<file path="src/rtl/fifo_pkg.sv">
// +----------------------------------------------------------------------------
// | fifo_pkg : shared types and defaults for the FIFO read-side packer
// | Rev 1.0
// +----------------------------------------------------------------------------
`default_nettype none

package fifo_pkg;

  typedef enum logic {
    FILL = 1'b0,
    OUT  = 1'b1
  } state_e;

  localparam int DEF_IN_WIDTH = 8;
  localparam int DEF_RATIO    = 4;

  // Lane counter must represent 0..ratio inclusive.
  function automatic int cnt_width(input int ratio);
    return $clog2(ratio + 1);
  endfunction

  localparam int DEF_CNT_W = cnt_width(DEF_RATIO);

endpackage

`default_nettype wire

</file>
<file path="src/rtl/fifo_rd_packer.sv">
// +----------------------------------------------------------------------------
// | fifo_rd_packer : drains a registered-read FIFO and packs RATIO words into
// | one wide valid/ready beat. Partial-word flush: FIFO_RD_PACKER_FLUSH_EN.
// | Rev 1.0
// +----------------------------------------------------------------------------
`default_nettype none

module fifo_rd_packer
  import fifo_pkg::*;
#(
  parameter int IN_WIDTH = DEF_IN_WIDTH,
  parameter int RATIO    = DEF_RATIO
) (
  input  logic                      clk_i,
  input  logic                      rst_i,
  output logic                      fifo_rd_en_o,
  input  logic [IN_WIDTH-1:0]       fifo_dout_i,
  input  logic                      fifo_empty_i,
  input  logic                      flush_i,
  output logic [IN_WIDTH*RATIO-1:0] m_data_o,
  output logic [RATIO-1:0]          m_keep_o,
  output logic                      m_valid_o,
  input  logic                      m_ready_i
);

  localparam int OUT_WIDTH = IN_WIDTH * RATIO;
  localparam int CNT_W     = cnt_width(RATIO);
  localparam logic [CNT_W-1:0] RATIO_C = CNT_W'(RATIO);

  state_e               state_q;
  logic [CNT_W-1:0]     cnt_q;
  logic [CNT_W-1:0]     cnt_d;
  logic                 pend_q;
  logic                 pend_d;
  logic [OUT_WIDTH-1:0] data_q;
  logic                 valid_q;
  logic [CNT_W:0]       inflight;
  logic                 block_rd;

`ifdef FIFO_RD_PACKER_FLUSH_EN
  logic                 flush_req_q;
  logic [RATIO-1:0]     keep_q;
  assign block_rd = flush_req_q;
  assign m_keep_o = keep_q;
`else
  logic                 unused_flush;
  assign unused_flush = flush_i;
  assign block_rd     = 1'b0;
  assign m_keep_o     = '1;
`endif

  assign m_data_o  = data_q;
  assign m_valid_o = valid_q;

  // Strobe is gated by empty in the same cycle and counts the in-flight read.
  always_comb begin
    inflight     = {1'b0, cnt_q} + {{CNT_W{1'b0}}, pend_q};
    fifo_rd_en_o = !rst_i && (state_q == FILL) && !fifo_empty_i && !block_rd &&
                   (inflight < {1'b0, RATIO_C});
    cnt_d        = pend_q ? cnt_q + CNT_W'(1) : cnt_q;
    pend_d       = fifo_rd_en_o;
  end

  always_ff @(posedge clk_i) begin
    if (rst_i) begin
      state_q     <= FILL;
      cnt_q       <= '0;
      pend_q      <= 1'b0;
      data_q      <= '0;
      valid_q     <= 1'b0;
`ifdef FIFO_RD_PACKER_FLUSH_EN
      flush_req_q <= 1'b0;
      keep_q      <= '0;
`endif
    end else begin
      case (state_q)
        FILL: begin
          pend_q <= pend_d;
          cnt_q  <= cnt_d;
          if (pend_q) begin
            data_q[cnt_q*IN_WIDTH +: IN_WIDTH] <= fifo_dout_i;
          end
          if (cnt_d == RATIO_C) begin
            state_q     <= OUT;
            valid_q     <= 1'b1;
`ifdef FIFO_RD_PACKER_FLUSH_EN
            keep_q      <= '1;
            flush_req_q <= flush_i;
`endif
          end
`ifdef FIFO_RD_PACKER_FLUSH_EN
          // Flush completes once the last in-flight word has landed.
          else if (flush_req_q && !pend_d) begin
            flush_req_q <= flush_i;
            if (cnt_d != '0) begin
              state_q <= OUT;
              valid_q <= 1'b1;
              for (int i = 0; i < RATIO; i++) begin
                keep_q[i] <= (i < int'(cnt_d));
              end
            end
          end else begin
            flush_req_q <= flush_req_q | flush_i;
          end
`endif
        end
        OUT: begin
`ifdef FIFO_RD_PACKER_FLUSH_EN
          flush_req_q <= flush_req_q | flush_i;
`endif
          if (m_ready_i) begin
            state_q <= FILL;
            valid_q <= 1'b0;
            cnt_q   <= '0;
            data_q  <= '0;
`ifdef FIFO_RD_PACKER_FLUSH_EN
            keep_q  <= '0;
`endif
          end
        end
        default: state_q <= FILL;
      endcase
    end
  end

endmodule

`default_nettype wire

</file>
<file path="config.mk">
export PLATFORM = sky130hd
export DESIGN_NAME = fifo_rd_packer
export DESIGN_NICKNAME = d
export VERILOG_FILES = /design/src/rtl/fifo_pkg.sv /design/src/rtl/fifo_rd_packer.sv
export SDC_FILE = /design/constraint.sdc
export NUM_CORES = 1
export LEC_CHECK = 0
export ABC_AREA = 1
export CORE_MARGIN = 8
export CORE_UTILIZATION = 47
export CTS_BUF_LIST = sky130_fd_sc_hd__clkbuf_16
export CTS_CLUSTER_DIAMETER = 120
export DETAILED_ROUTE_END_ITERATION = 8
export GPL_TIMING_DRIVEN = 0
export HOLD_SLACK_MARGIN = 0.08
export PLACE_DENSITY = 0.79
export SLEW_MARGIN = 20
export SYNTH_ARGS = -nofsm -noshare
export SYNTH_HDL_FRONTEND = slang
export SYNTH_SLANG_ARGS = --single-unit
</file>
<file path="constraint.sdc">
create_clock -name clk_i -period 2.8 [get_ports clk_i]
set_input_delay 0.42 -clock clk_i [delete_from_list [all_inputs] [get_ports clk_i]]
set_output_delay 0.42 -clock clk_i [all_outputs]
set_load 0.005 [all_outputs]
</file>
==> impl_metrics.py <==
metrics = {
    "logic_synthesis": {
        "syn-cell-area_sq_um": 1804,
        "synth_cell_types": 24,
        "postSynthRegisterBits": 38,
        "netlist_instances": 260,
        "leading_register_cell_type_out_of_synthesis": "sky130_fd_sc_hd__dfxtp_1",
        "ys_warn_count": 0,
        "synth_edf_count": 0,
        "synth_seq_area_share_pct": 42.16,
        "syn_area_per_cell_sq_um": 6.939,
        "synthArstFlopShare_pct": 0,
    },
    "floorplanning": {
        "design.die.area_sq_um": 6077,
        "initial_utilization_pct": 48.91,
        "num_io_pins": 51,
        "die_h_um": 77.96,
        "placement_rows": 22,
        "core_area_sq_um": 3689,
        "fp.dieW_um": 77.96,
    },
    "placed_design": {
        "gp_congestion": 0.9113,
        "detailedPlacementHpwl_um": 3276,
        "post-place-ws_ns": 0.3022,
        "port_buffers": 45,
    },
    "power_and_ir_drop": {
        "fin_total_pwr_mw": 1.191,
        "power_per_unit_of_standard_cell_area_nw_per_um2": 483.3,
        "worst_supply_voltage_drop_on_vdd_v": 0.0003478,
        "leakage_nw": 1.095,
    },
    "clocking": {
        "cts_max_level": 2,
        "clock_insertion_delay_worst_skew_ns": 0.28,
        "cts_resized": 0,
        "clk_pin_slew_ns": 0.05,
        "cts-hold-fix-buffers": 0,
        "clk_root_buffer_cell": "sky130_fd_sc_hd__clkbuf_16",
        "numCtsBuffers": 5,
        "longest_clk_path_bufs": 2,
        "cts_tree": "built",
        "cts_num_sinks": 38,
        "postCtsSetupRepairBufs": 0,
    },
    "routing": {
        "via_count": 1758,
        "iteration_count_of_the_initial_detailed_routing_pass": 4,
        "routedWlPerCell_um": 12.29,
        "via_per_inst": 4.830,
        "postRouteWirelength_um": 4472,
        "antenna_violating_nets_left": 0,
        "drt-initial-drc-count": 115,
        "drc_errors_left": 0,
    },
    "timing": {
        "final-max-slew-violation-count": 0,
        "max_clock_freq_mhz": 400.0,
        "rsz0062_at_grt": "false",
        "final-setup-viol-count": 0,
        "final_period_minus_worst_setup_slack_ns": 2.500,
        "worst_hold_slack_ns": 0.4607,
        "finalWorstSetupSlack_ns": 0.2999,
        "timing.setup.tns_ns": 0,
        "hold_violations": 0,
        "layout_worst_path_cycle_share_pct": 89.29,
        "finClkSkew_ns": 0.004127,
    },
    "grt": {
        "initial_antenna_violation_count": 0,
        "first_global_vias": 1627,
        "total_global_routing_overflow": 0,
        "grt_usage_pct": 14.91,
        "grt_start_max_net_pins": 12,
        "global_route_wire_length_before_repair_um": 7452,
    },
    "layout": {
        "syn_to_final_growth_pct": 36.55,
        "multi_input_comb_area_sq_um": 867.1,
        "antennaDiodeCount": 0,
        "finish.net_count": 332,
        "final_layout_size_suffix_gt1_share_pct": 9.177,
        "num-fill-cells": 328,
        "seqCellArea_sq_um": 760.7,
    },
    "job": {
        "drv_cap": 0,
    },
    "min_path": {
        "worst_hold_path_type": "reg -> reg",
    },
    "worst_setup_path": {
        "path_max_fanout": 10,
        "setup.worst_path.start_class": "input pin",
        "arrival_worst_endpoint_ns": 2.08,
        "crit_type": "in -> out",
        "timing.critical_path.required_ns": 2.38,
        "endpoint_class_of_the_critical_path": "primary output",
    },
    "outcome": {
        "run_status": "finished clean",
    },
}
[routing by layer]
metal | GRT usage (%) | part of all wire, % | vias to the layer above
met4 | 6.481 | 1.5 | 0
met3 | 5.530 | 7.9 | 9
met2 | 23.56 | 44 | 51
met1 | 17.71 | 46 | 779
met5 | 0 | 0 | -
li1 | - | - | 919
[flip-flops by register name, indices dropped and copies added, names as in the netlist]
register   flops
m_data_o      32
state_q        1
cnt_q          3
pend_q         1
m_valid_o      1
[worst max-delay path, cell delays in order]
cell and delay (ns):
sky130_fd_sc_hd__clkdlybuf4s50_1 0.45, sky130_fd_sc_hd__clkinv_1 0.22, sky130_fd_sc_hd__nand3_1 0.11, sky130_fd_sc_hd__or3_1 0.33, sky130_fd_sc_hd__inv_1 0.06, sky130_fd_sc_hd__clkdlybuf4s50_1 0.49
[cells in the final DEF, fill, tap and decap left out, drive strengths merged]
master | synthesis | layout
nand4 | 8 | 8
nor2 | 39 | 39
clkbuf | 2 | 7
clkinv | 1 | 3
o21ai | 2 | 2
clkdlybuf4s50 | 0 | 45
a21oi | 28 | 28
a2bb2oi | 1 | 1
nand3 | 14 | 14
ha | 4 | 4
or3 | 1 | 1
nand2 | 82 | 82
dfxtp | 38 | 38
buf | 9 | 9
inv | 30 | 31
conb | 1 | 4
[final timing paths]
kind / start / to / slack [ns] / depth (start not counted)
min reg2reg: m_data_o[9] / m_data_o[9] / 0.46 / 2
max: rst_i / fifo_rd_en_o / 0.30 / 6
max reg2reg: cnt_q[0] / m_data_o[23] / 0.42 / 12
min: m_data_o[9] / m_data_o[9] / 0.46 / 2
[stage by stage]
stage                     std cells  util [%]  cell area (sq um)
after floorplan                 263         -               1815
after global placement          356     63.06               2326
after detailed placement        356     63.06               2326
after CTS                       364     66.79               2464
after global routing            364     66.79               2464
final                           364     66.79               2464
[where the power goes]
group          internal (mW)  switching (mW)  total [mW]
combinational         0.0469          0.0682       0.115
clock                  0.321           0.201       0.522
sequential             0.547         0.00586       0.553
total                  0.915           0.275        1.19
[synthesized netlist by cell type, types with 4 or more instances]
cell / n / area, sq um
sky130_fd_sc_hd__nand3_1: 12 / 60.06
sky130_fd_sc_hd__ha_1: 4 / 50.05
sky130_fd_sc_hd__dfxtp_1: 38 / 760.7
sky130_fd_sc_hd__nand2_1: 75 / 281.5
sky130_fd_sc_hd__inv_1: 27 / 101.4
sky130_fd_sc_hd__nor2_1: 35 / 131.4
sky130_fd_sc_hd__buf_4: 5 / 37.54
sky130_fd_sc_hd__a21oi_1: 28 / 140.1
sky130_fd_sc_hd__nand2_2: 6 / 37.54
sky130_fd_sc_hd__nor2_4: 4 / 45.04
sky130_fd_sc_hd__nand4_1: 8 / 50.05
[area by class of cell]
cell class                 count  area share (%)
tap                           48           2.438
clock buffer                   5           5.079
clock inverter                 3          0.5079
timing repair buffer          45           18.28
multi-input combinational    183           35.20
buffer                        11           2.793
inverter                      31           4.825
sequential                    38           30.88
[cell families (layout without fill, tap and decap cells)]
logic type,count (synthesis),in the layout,synth area share (%)
simple gates,144,144,35.65
compound gates,31,31,8.807
other cells,1,4,0.2078
flops,38,38,42.16
buf+inv,42,95,10.40
fa+ha+maj,4,4,2.774
(Power assumes the default switching activity.)
